`config.mk`:
```
export PLATFORM = sky130hd
export DESIGN_NAME = bomb_countdown_flat
export DESIGN_NICKNAME = d
export VERILOG_FILES = /design/src/rtl/bomb_countdown_if.sv /design/src/rtl/bomb_countdown.sv /design/src/flat_wrapper.sv
export SDC_FILE = /design/constraint.sdc
export NUM_CORES = 1
export LEC_CHECK = 0
export ABC_AREA = 1
export CELL_PAD_IN_SITES_DETAIL_PLACEMENT = 1
export CELL_PAD_IN_SITES_GLOBAL_PLACEMENT = 1
export CORE_AREA = 2 2 119 121
export CTS_CLUSTER_DIAMETER = 200
export DETAILED_ROUTE_END_ITERATION = 12
export DIE_AREA = 0 0 121 123
export PLACE_DENSITY = 0.78
export SLEW_MARGIN = 20
export SYNTH_ARGS = -nofsm -noshare
export SYNTH_HDL_FRONTEND = slang
export SYNTH_SLANG_ARGS = --single-unit
```
`constraint.sdc`:
```
create_clock -name clk -period 10.45 [get_ports clk]
set_input_delay 2.6125 -clock clk [delete_from_list [all_inputs] [get_ports clk]]
set_output_delay 2.6125 -clock clk [all_outputs]
set_load 0.01 [all_outputs]
```
`src/rtl/bomb_countdown_if.sv`:
```
// Control and display bundle of the bomb countdown timer.
// The game side (master) drives tick and command pulses; the timer (slave) returns time and status.
interface bomb_countdown_if;
    logic       tick_i;
    logic       load;
    logic       start;
    logic       pause;
    logic       penalty;
    logic       defuse;
    logic [3:0] min_tens;
    logic [3:0] min_ones;
    logic [3:0] sec_tens;
    logic [3:0] sec_ones;
    logic [2:0] state_o;
    logic       warn;
    logic       boom;

    modport master (
        output tick_i, load, start, pause, penalty, defuse,
        input  min_tens, min_ones, sec_tens, sec_ones, state_o, warn, boom
    );

    modport slave (
        input  tick_i, load, start, pause, penalty, defuse,
        output min_tens, min_ones, sec_tens, sec_ones, state_o, warn, boom
    );
endinterface

```
`src/rtl/bomb_countdown.sv`:
```
// mm:ss BCD countdown driven by edges of the divided tick clock, with pause,
// time penalties, defusal and a one-cycle explosion pulse.
module bomb_countdown #(
    parameter int TICKS_PER_SEC = 10,
    parameter int INIT_MIN      = 5,
    parameter int INIT_SEC      = 0,
    parameter int PENALTY_SEC   = 10,
    parameter int WARN_SEC      = 10
) (
    input  logic clk,
    input  logic rst,
    bomb_countdown_if.slave bus
);

    typedef enum logic [2:0] {
        ST_IDLE     = 3'd0,
        ST_RUN      = 3'd1,
        ST_PAUSE    = 3'd2,
        ST_DEFUSED  = 3'd3,
        ST_EXPLODED = 3'd4
    } state_t;

    localparam int              PW        = (TICKS_PER_SEC > 1) ? $clog2(TICKS_PER_SEC) : 1;
    localparam logic [PW-1:0]   PRE_MAX   = PW'(TICKS_PER_SEC - 1);
    localparam logic [15:0]     INIT_TIME = {4'(INIT_MIN / 10), 4'(INIT_MIN % 10),
                                             4'(INIT_SEC / 10), 4'(INIT_SEC % 10)};
    localparam logic [5:0]      PEN_AMT   = 6'(PENALTY_SEC);
    localparam logic [12:0]     WARN_LIM  = 13'(WARN_SEC);

    // Packed time layout: {min_tens, min_ones, sec_tens, sec_ones}
    state_t         state_r;
    state_t         state_n_s;
    logic [15:0]    time_r;
    logic [15:0]    time_n_s;
    logic [15:0]    upd_s;
    logic [PW-1:0]  pre_r;
    logic [PW-1:0]  pre_n_s;
    logic           tick_d_r;
    logic           tick_edge_s;
    logic           boom_r;
    logic           boom_n_s;
    logic           warn_r;
    logic           warn_n_s;
    logic [5:0]     amt_s;
    logic           step_s;

    function automatic logic [12:0] to_secs(input logic [15:0] t);
        return 13'(t[15:12]) * 13'd600 + 13'(t[11:8]) * 13'd60
             + 13'(t[7:4]) * 13'd10 + 13'(t[3:0]);
    endfunction

    // Digit-wise subtraction of amt (<= 60 s); caller guarantees the result is positive.
    function automatic logic [15:0] bcd_sub(input logic [15:0] t, input logic [5:0] amt);
        logic [3:0] a_t;
        logic [3:0] a_o;
        logic [3:0] need;
        logic [3:0] mt;
        logic [3:0] mo;
        logic [3:0] st;
        logic [3:0] so;
        logic       b1;
        logic       b2;
        a_t = 4'(amt / 6'd10);
        a_o = 4'(amt % 6'd10);
        mt  = t[15:12];
        mo  = t[11:8];
        st  = t[7:4];
        so  = t[3:0];
        if (so >= a_o) begin
            so = so - a_o;
            b1 = 1'b0;
        end else begin
            so = so + 4'd10 - a_o;
            b1 = 1'b1;
        end
        need = a_t + {3'd0, b1};
        if (st >= need) begin
            st = st - need;
            b2 = 1'b0;
        end else begin
            st = st + 4'd6 - need;
            b2 = 1'b1;
        end
        if (b2) begin
            if (mo == 4'd0) begin
                mo = 4'd9;
                mt = mt - 4'd1;
            end else begin
                mo = mo - 4'd1;
            end
        end else begin
            mo = mo;
        end
        return {mt, mo, st, so};
    endfunction

    // Next-state, time update, prescaler and status decode
    always_comb begin
        tick_edge_s = bus.tick_i & ~tick_d_r;
        state_n_s   = state_r;
        time_n_s    = time_r;
        pre_n_s     = pre_r;
        boom_n_s    = 1'b0;
        amt_s       = 6'd0;
        step_s      = 1'b0;
        upd_s       = time_r;
        warn_n_s    = 1'b0;

        if (bus.load) begin
            state_n_s = ST_IDLE;
            time_n_s  = INIT_TIME;
            pre_n_s   = '0;
        end else begin
            case (state_r)
                ST_IDLE: begin
                    if (bus.start && (time_r != 16'd0)) begin
                        state_n_s = ST_RUN;
                        pre_n_s   = '0;
                    end else begin
                        state_n_s = ST_IDLE;
                    end
                end
                ST_RUN: begin
                    if (bus.defuse) begin
                        state_n_s = ST_DEFUSED;
                    end else if (bus.pause) begin
                        state_n_s = ST_PAUSE;
                    end else begin
                        step_s = 1'b1;
                        if (tick_edge_s) begin
                            if (pre_r == PRE_MAX) begin
                                pre_n_s = '0;
                                amt_s   = 6'd1;
                            end else begin
                                pre_n_s = pre_r + PW'(1);
                            end
                        end else begin
                            pre_n_s = pre_r;
                        end
                        if (bus.penalty) begin
                            amt_s = amt_s + PEN_AMT;
                        end else begin
                            amt_s = amt_s;
                        end
                    end
                end
                ST_PAUSE: begin
                    if (bus.defuse) begin
                        state_n_s = ST_DEFUSED;
                    end else if (bus.start) begin
                        state_n_s = ST_RUN;
                    end else if (bus.penalty) begin
                        step_s = 1'b1;
                        amt_s  = PEN_AMT;
                    end else begin
                        state_n_s = ST_PAUSE;
                    end
                end
                ST_DEFUSED, ST_EXPLODED: begin
                    state_n_s = state_r;
                end
                default: begin
                    state_n_s = ST_IDLE;
                    time_n_s  = INIT_TIME;
                    pre_n_s   = '0;
                end
            endcase
        end

        // Saturate at 00:00 instead of letting the minutes underflow
        if (amt_s == 6'd0) begin
            upd_s = time_r;
        end else if (to_secs(time_r) <= 13'(amt_s)) begin
            upd_s = 16'd0;
        end else begin
            upd_s = bcd_sub(time_r, amt_s);
        end

        if (step_s) begin
            time_n_s = upd_s;
            if (upd_s == 16'd0) begin
                state_n_s = ST_EXPLODED;
                boom_n_s  = 1'b1;
            end else begin
                boom_n_s  = 1'b0;
            end
        end else begin
            time_n_s = time_n_s;
        end

        if (((state_n_s == ST_RUN) || (state_n_s == ST_PAUSE)) && (time_n_s != 16'd0)
            && (to_secs(time_n_s) <= WARN_LIM)) begin
            warn_n_s = 1'b1;
        end else begin
            warn_n_s = 1'b0;
        end
    end

    // State, time and status registers; tick history resets high to mask a false edge
    always_ff @(posedge clk) begin
        if (rst) begin
            state_r  <= ST_IDLE;
            time_r   <= INIT_TIME;
            pre_r    <= '0;
            tick_d_r <= 1'b1;
            boom_r   <= 1'b0;
            warn_r   <= 1'b0;
        end else begin
            state_r  <= state_n_s;
            time_r   <= time_n_s;
            pre_r    <= pre_n_s;
            tick_d_r <= bus.tick_i;
            boom_r   <= boom_n_s;
            warn_r   <= warn_n_s;
        end
    end

    assign bus.min_tens = time_r[15:12];
    assign bus.min_ones = time_r[11:8];
    assign bus.sec_tens = time_r[7:4];
    assign bus.sec_ones = time_r[3:0];
    assign bus.state_o  = state_r;
    assign bus.warn     = warn_r;
    assign bus.boom     = boom_r;

endmodule

```
`src/flat_wrapper.sv`:
```
// flat-port wrapper written by rule: the top's interface ports become plain ports
module bomb_countdown_flat 
#(
    parameter int TICKS_PER_SEC = 10,
    parameter int INIT_MIN      = 5,
    parameter int INIT_SEC      = 0,
    parameter int PENALTY_SEC   = 10,
    parameter int WARN_SEC      = 10
)
  (clk, rst, bus_tick_i, bus_load, bus_start, bus_pause, bus_penalty, bus_defuse, bus_min_tens, bus_min_ones, bus_sec_tens, bus_sec_ones, bus_state_o, bus_warn, bus_boom);
  bomb_countdown_if bus_i ();
  input  logic clk;
  input  logic rst;
  input wire logic [$bits(bus_i.tick_i)-1:0] bus_tick_i;
  input wire logic [$bits(bus_i.load)-1:0] bus_load;
  input wire logic [$bits(bus_i.start)-1:0] bus_start;
  input wire logic [$bits(bus_i.pause)-1:0] bus_pause;
  input wire logic [$bits(bus_i.penalty)-1:0] bus_penalty;
  input wire logic [$bits(bus_i.defuse)-1:0] bus_defuse;
  output wire logic [$bits(bus_i.min_tens)-1:0] bus_min_tens;
  output wire logic [$bits(bus_i.min_ones)-1:0] bus_min_ones;
  output wire logic [$bits(bus_i.sec_tens)-1:0] bus_sec_tens;
  output wire logic [$bits(bus_i.sec_ones)-1:0] bus_sec_ones;
  output wire logic [$bits(bus_i.state_o)-1:0] bus_state_o;
  output wire logic [$bits(bus_i.warn)-1:0] bus_warn;
  output wire logic [$bits(bus_i.boom)-1:0] bus_boom;
  assign bus_i.tick_i = bus_tick_i;
  assign bus_i.load = bus_load;
  assign bus_i.start = bus_start;
  assign bus_i.pause = bus_pause;
  assign bus_i.penalty = bus_penalty;
  assign bus_i.defuse = bus_defuse;
  assign bus_min_tens = bus_i.min_tens;
  assign bus_min_ones = bus_i.min_ones;
  assign bus_sec_tens = bus_i.sec_tens;
  assign bus_sec_ones = bus_i.sec_ones;
  assign bus_state_o = bus_i.state_o;
  assign bus_warn = bus_i.warn;
  assign bus_boom = bus_i.boom;
  bomb_countdown #(.TICKS_PER_SEC(TICKS_PER_SEC), .INIT_MIN(INIT_MIN), .INIT_SEC(INIT_SEC), .PENALTY_SEC(PENALTY_SEC), .WARN_SEC(WARN_SEC)) u_core (.clk(clk), .rst(rst), .bus(bus_i));
endmodule
```
# --- After elaboration in Yosys (flattened, before gate mapping) ---
# Cells that the tools add are included.
op_classes:
  n_mux: 56
  n_bitwise: 4
  eq_ne: 11
  multipliers: 6
  div_mod_pow: 2
  order_cmp: 4
  n_addsub: 17
  n_reduce_logical: 16
op_table:
  columns: ["cell", "count"]
  rows:
  - ["16-bit 2-to-1 mux", 5]
  - ["6-bit 2-to-1 mux", 11]
  - ["4-bit 2-to-1 mux", 12]
  - ["16-bit nonzero test", 2]
  - ["13-bit by 10-bit adder with 13-bit output", 2]
  - ["13-bit by 4-bit adder with 13-bit output", 2]
  - ["13-bit by 8-bit adder with 13-bit output", 2]
  - ["3-bit 2-to-1 mux", 8]
  - ["4-bit by 7-bit multiplier with 10-bit output, second input constant", 2]
  - ["16-bit logical NOT", 1]
  - ["4-bit by 4-bit multiplier with 8-bit output, second input constant", 2]
  - ["1-bit 2-to-1 mux", 16]
  - ["4-bit subtractor", 4]
  - ["4-bit by 3-bit multiplier with 7-bit output, second input constant", 2]
  - ["13-bit by 4-bit <= comparator with 1-bit output, second input constant", 1]
  - ["13-bit by 6-bit <= comparator with 1-bit output", 1]
  - ["3-bit one-hot mux with 4 select lines", 1]
  - ["4-bit one-hot mux with 3 select lines", 1]
  - ["6-bit one-hot mux with 2 select lines", 1]
  - ["3-bit by 2-bit == test with 1-bit output, second input constant", 3]
  - ["4-bit >= comparator", 2]
  - ["4-bit by 1-bit subtractor with 4-bit output, second input constant", 2]
  - ["6-bit by 4-bit adder with 6-bit output, second input constant", 1]
  - ["6-bit by 4-bit divider with 6-bit output, second input constant", 1]
  - ["other kinds (22)", 31]
word_totals:
  register_bits: 26
  output_inout_bits: 21
  input_bits: 8

# --- Longest topological paths before layout ---
depth:
  word_depth: 34
  depth_mapped: 58
  depth_no_buf: 57

# --- Worst setup path before layout ---
# No wires, ideal clock.
synth_timing:
  path_type: "input to register"
  start: "input port bus_defuse"
  end: "register u_core.warn_r, in the netlist u_core.bus.warn"
  arrival_time_ns: 9.983
  setup_ns: 0.056
  slack_ns: 0.411
  cell_stages: 44
  t_required_ns: 10.394
  n_path_buf: 0
  path_cell_list: "nor3_1 > nand2_2 > nand2_2 > nand2_4 > ha_1 > inv_1 > fa_1 > inv_1 > nand2_1 > nand3_1 > inv_1 > ha_1 > ha_1 > fa_1 > nand4_1 > o21ai_0 > a21oi_1 > nand2_1 > (+8 left out) > xor2_1 > fa_1 > ha_1 > ha_1 > a21oi_1 > o21ai_0 > nand2_1 > nand2_1 > a21oi_1 > nor2_1 > o21ai_0 > a21o_1 > nand3_1 > a21oi_1 > nand3_1 > nor2_1 > nand2_1 > inv_1"
synth_via:
  elab_chain_len: 24
synth_rtl:
  columns: ["item", "line", "text"]
  rows:
  - ["start: declaration", "flat_wrapper.sv:19", "input wire logic [$bits(bus_i.defuse)-1:0] bus_defuse;"]
  - ["6-bit 2-to-1 mux, on equally long branches", "bomb_countdown.sv:148, bomb_countdown.sv:124", null]
  - ["6-bit one-hot mux with 2 select lines", "bomb_countdown.sv:114", "case (state_r)"]
  - ["6-bit 2-to-1 mux", "bomb_countdown.sv:109", "if (bus.load) begin"]
  - ["6-bit by 4-bit remainder unit with 6-bit output", "bomb_countdown.sv:64", "a_o = 4'(amt % 6'd10);"]
  - ["4-bit >= comparator", "bomb_countdown.sv:69", "if (so >= a_o) begin"]
  - ["1-bit 2-to-1 mux", "bomb_countdown.sv:69", null]
  - ["1-bit 2-to-1 mux", "bomb_countdown.sv:173", "end else if (to_secs(time_r) <= 13'(amt_s)) begin"]
  - ["1-bit 2-to-1 mux", "bomb_countdown.sv:171", "if (amt_s == 6'd0) begin"]
  - ["(+9 left out)", null, null]
  - ["named net u_core.time_n_s[10]", "bomb_countdown.sv:34", "logic [15:0] time_n_s;"]
  - ["4-bit by 4-bit multiplier with 8-bit output", "bomb_countdown.sv:48", "return 13'(t[15:12]) * 13'd600 + 13'(t[11:8]) * 13'd60"]
  - ["13-bit by 10-bit adder with 13-bit output", "bomb_countdown.sv:48", null]
  - ["13-bit by 8-bit adder with 13-bit output", "bomb_countdown.sv:49", "+ 13'(t[7:4]) * 13'd10 + 13'(t[3:0]);"]
  - ["13-bit by 4-bit adder with 13-bit output", "bomb_countdown.sv:49", null]
  - ["13-bit by 4-bit <= comparator with 1-bit output", "bomb_countdown.sv:192", "&& (to_secs(time_n_s) <= WARN_LIM)) begin"]
  - ["1-bit logical AND (*)", "bomb_countdown.sv:192", null]
  - ["1-bit 2-to-1 mux (*)", "bomb_countdown.sv:191", "if (((state_n_s == ST_RUN) || (state_n_s == ST_PAUSE)) && (time_n_s != 16'd0)"]
  - ["end signal: assignment", "bomb_countdown.sv:214", "warn_r <= warn_n_s;"]
  - ["end: declaration", "bomb_countdown.sv:42", "logic warn_r;"]
# Mark *: on every way through the listed nets, which the timed path passes. The rest lies on a longest branch. The select of a mux whose other input is x is not followed.
# A chain may end at the register's enable or synchronous reset.

# --- Worst setup path after layout ---
layout_timing:
  start: "input port bus_tick_i"
  end: "register u_core.warn_r, in the netlist u_core.bus.warn"
layout_via:
  elab_chain_len: 33
layout_rtl:
  columns: ["item", "line", "text"]
  rows:
  - ["start: declaration", "flat_wrapper.sv:14", "input wire logic [$bits(bus_i.tick_i)-1:0] bus_tick_i;"]
  - ["1-bit bitwise AND (*)", "bomb_countdown.sv:99", "tick_edge_s = bus.tick_i & ~tick_d_r;"]
  - ["6-bit 2-to-1 mux (*)", "bomb_countdown.sv:130", "if (tick_edge_s) begin"]
  - ["6-bit 2-to-1 mux (*)", "bomb_countdown.sv:126", "end else if (bus.pause) begin"]
  - ["6-bit 2-to-1 mux (*)", "bomb_countdown.sv:124", "if (bus.defuse) begin"]
  - ["6-bit 2-to-1 mux (*)", "bomb_countdown.sv:114", null]
  - ["6-bit 2-to-1 mux (*)", "bomb_countdown.sv:109", null]
  - ["6-bit by 4-bit adder with 6-bit output", "bomb_countdown.sv:141", "amt_s = amt_s + PEN_AMT;"]
  - ["6-bit 2-to-1 mux (*)", "bomb_countdown.sv:140", "if (bus.penalty) begin"]
  - ["(+18 left out)", null, null]
  - ["named net u_core.time_n_s[10]", "bomb_countdown.sv:34", null]
  - ["4-bit by 4-bit multiplier with 8-bit output", "bomb_countdown.sv:48", null]
  - ["13-bit by 10-bit adder with 13-bit output", "bomb_countdown.sv:48", null]
  - ["13-bit by 8-bit adder with 13-bit output", "bomb_countdown.sv:49", null]
  - ["13-bit by 4-bit adder with 13-bit output", "bomb_countdown.sv:49", null]
  - ["13-bit by 4-bit <= comparator with 1-bit output", "bomb_countdown.sv:192", null]
  - ["1-bit logical AND (*)", "bomb_countdown.sv:192", null]
  - ["1-bit 2-to-1 mux (*)", "bomb_countdown.sv:191", null]
# Marked as above.

==> results.yml <==
run_status:
  outcome: "finished, final reports clean"
clock_tree:
  cts_tree: "yes"
  cts_root_buf: "clkbuf_16"
  cts_sinks: 26
  cts-buffers-inserted: 3
  cts_buffer_depth: 2
  insertion_delay_ns: 0.27
  hold_buffers: 0
  clk_pin_slew_ns: 0.08
  htree_levels: 1
die:
  core_area_um2: 13610
  start_util_pct: 41.37
  ios: 29
  rows: 43
  die_h_um: 123
  dieArea_um2: 14880
  fp.dieW_um: 121
drt:
  drt_pre_antenna_iters: 4
  vias: 5462
  drc: 0
  drt_wl_total_mm: 17.23
  first_iter_violations: 179
  wire_per_inst_um: 16.47
  via_per_inst: 5.222
  ant_nets: 0
layout:
  area_growth_pct: 23.31
  final_core_utilization_pct: 51.02
  fin_area_um2: 6944
  nets: 1035
  antennaDiodeCount: 0
  drive_gt1_share_pct: 18.59
power_and_ir_drop:
  power.density_nw_per_um2: 34.95
  finalPower_mw: 0.2427
  power_leakage_nw: 3.763
  ir_drop_v: 0.00005544
global_routing:
  grt_max_degree: 21
  grt_pass1_vias: 6183
  overflow: 0
  grt_pass1_wl_mm: 28.70
  antenna_found_initial: 0
  grt.total_usage_pct: 23.51
setup_path:
  crit_top_cell: "nand2_1"
  cpMaxStageDelayCell: "fa_2"
  cp.required_ns: 10.67
  cp.arrival_ns: 10.34
  crit_path_end_kind: "register"
  critical-path-max-stage-delay_ns: 0.59
  start_kind: "input pin"
  worstPathMaxFanout: 4
  r2r_setup_slack_ns: 1.15
  path_class: "input pin to register"
logic_synthesis:
  syn-num-nets: 949
  synth-simple-area-share_pct: 25.84
  synth_area_per_cell_um2: 7.211
  synth-adder-area-share_pct: 40.08
  synthXorXnorAreaFrac_pct: 5.288
  yosysWarnings: 0
  syn_area_um2: 5632
  ys_ff_latch: 26
  synth_top_family_by_area: "adder cells"
  synthMuxAreaShare_pct: 0
  yosys_most_used_dff: "dfxtp_1"
  synth_cell_types: 44
  synthesis.instances: 781
  ys_seq_area_share_pct: 9.242
  synth_compound_area_share_pct: 8.909
  synthArstFlopShare_pct: 0
  synth_edf_count: 0
placed_design:
  place_congestion: 0.8894
  dp_hpwl_mm: 14.02
  port_buffers: 28
  placed_cell_area_um2: 6442
sta:
  finalSetupViolCount: 0
  final.setup_skew_ns: 0.006433
  finalCritPeriodShare_pct: 96.80
  slew_violations: 0
  layout_min_cycle_time_ns: 10.12
  timing.final.hold_violations: 0
  fmax_ghz: 0.09885
  final.setup.tns_ns: 0
  slew_headroom_pct: 41.54
  tightest_slew_ns: 0.8742
  holdWs_ns: 0.4965
worst_hold_path:
  hp-class: "register to register"
job:
  maxCapViolations: 0
==> what timing repair did <==
action,CTS,global route
buffers inserted,8,3
pin swaps,12,28
resized for setup,28,43
setup endpoints to repair,1,1
cloned,0,0
==> Yosys cell counts, drive strengths merged, types with 7 or more instances <==
master,n,area (um^2)
xor2,19,166.4
nand2,174,710.7
a21oi,39,198.9
inv,144,540.5
nor2,79,329.1
ha,126,1577
nand4,11,75.07
xnor2,15,131.4
a211oi,7,52.55
nand3,42,225.2
o21ai,23,126.4
fa,34,680.7
dfxtp,26,520.5
==> logic make-up after synthesis <==
group | count (synthesis)
fa+ha+maj | 160
flops | 26
compound gates | 86
simple gates | 324
buf+inv | 151
xor+xnor | 34
==> routing by layer <==
metal | vias to the layer above | wire (um) | GRT usage (%)
li1 | 2658 | - | -
met1 | 2706 | 7414 | 28.11
met2 | 70 | 9082 | 45.33
met3 | 28 | 305 | 0.9686
met4 | 0 | 425 | 6.977
met5 | - | 0 | 0
==> power by group <==
part / switching (mW) / internal [mW]
Clock: 0.0406 / 0.0765
Combinational: 0.0153 / 0.00955
Sequential: 0.00101 / 0.0998
==> sequential cells by signal, indices dropped and copies added (netlist names) <==
signal,count
u_core.bus.state_o,3
u_core.bus.boom,1
u_core.time_r,16
u_core.bus.warn,1
u_core.pre_r,4
u_core.tick_d_r,1
==> per-stage QoR <==
stage	instances	setup WS [ns]
6_report	1046	0.3341
3_5_place_dp	1031	-0.6539
4_1_cts	1043	0.01300
3_3_place_gp	1031	-0.2522
2_1_floorplan	781	0.4109
5_1_grt	1046	-0.02160
==> path summary, 6_finish.rpt <==
check | startpoint | endpoint | cells after the start
max | bus_tick_i | u_core.bus.warn$_SDFF_PP0_ | 44
max reg2reg | u_core.time_r[10]$_SDFF_PP1_ | u_core.bus.warn$_SDFF_PP0_ | 47
min | u_core.pre_r[3]$_SDFFE_PP0P_ | u_core.pre_r[3]$_SDFFE_PP0P_ | 1
min reg2reg | u_core.pre_r[3]$_SDFFE_PP0P_ | u_core.pre_r[3]$_SDFFE_PP0P_ | 1
==> placed cells by master (no fill, tap or decap), types with 2 or more instances in the layout <==
cell type and count:
o211ai_1 2, a31oi_1 3, clkdlybuf4s50_1 24, xnor2_1 15, nor2_2 10, nand3b_1 6
o21ai_1 7, nor3b_1 2, nand2_4 3, o21ai_0 13, o21bai_1 2, a21oi_2 9
nand3_1 35, ha_1 112, nor2_4 3, buf_4 58, nor3_1 4, xor2_1 16
inv_1 131, fa_2 5, a21oi_1 30, fa_1 29, a211oi_1 7, ha_4 12
nand3_2 7, inv_2 12, dfxtp_1 26, clkbuf_16 3, xor2_2 3, nand2_1 152
o21ai_2 3, nor2_1 66, or2_2 2, ha_2 2, dlymetal6s2s_1 3, nand2_2 19
nand4_1 10, a21o_1 2
==> worst max-delay path: cells and delay by family <==
kind                       cells  cell delay [ns]
adders and majority gates     11             3.90
and+or+nand+nor               17             1.80
buffers and inverters         10             1.23
AOI/OAI and AO/OA              5             0.64
xor gates and xnor gates       1             0.13
==> final cells by class <==
type / instances / area, um^2
inverter: 145 / 546.8
multi-input combinational: 604 / 4813
sequential: 26 / 520.5
clock inverter: 1 / 30.03
fill: 1732 / 6668
tap: 180 / 225.2
clock buffer: 3 / 75.07
timing repair buffer: 87 / 733.2
No activity file was read; power rests on OpenSTA's default activity.
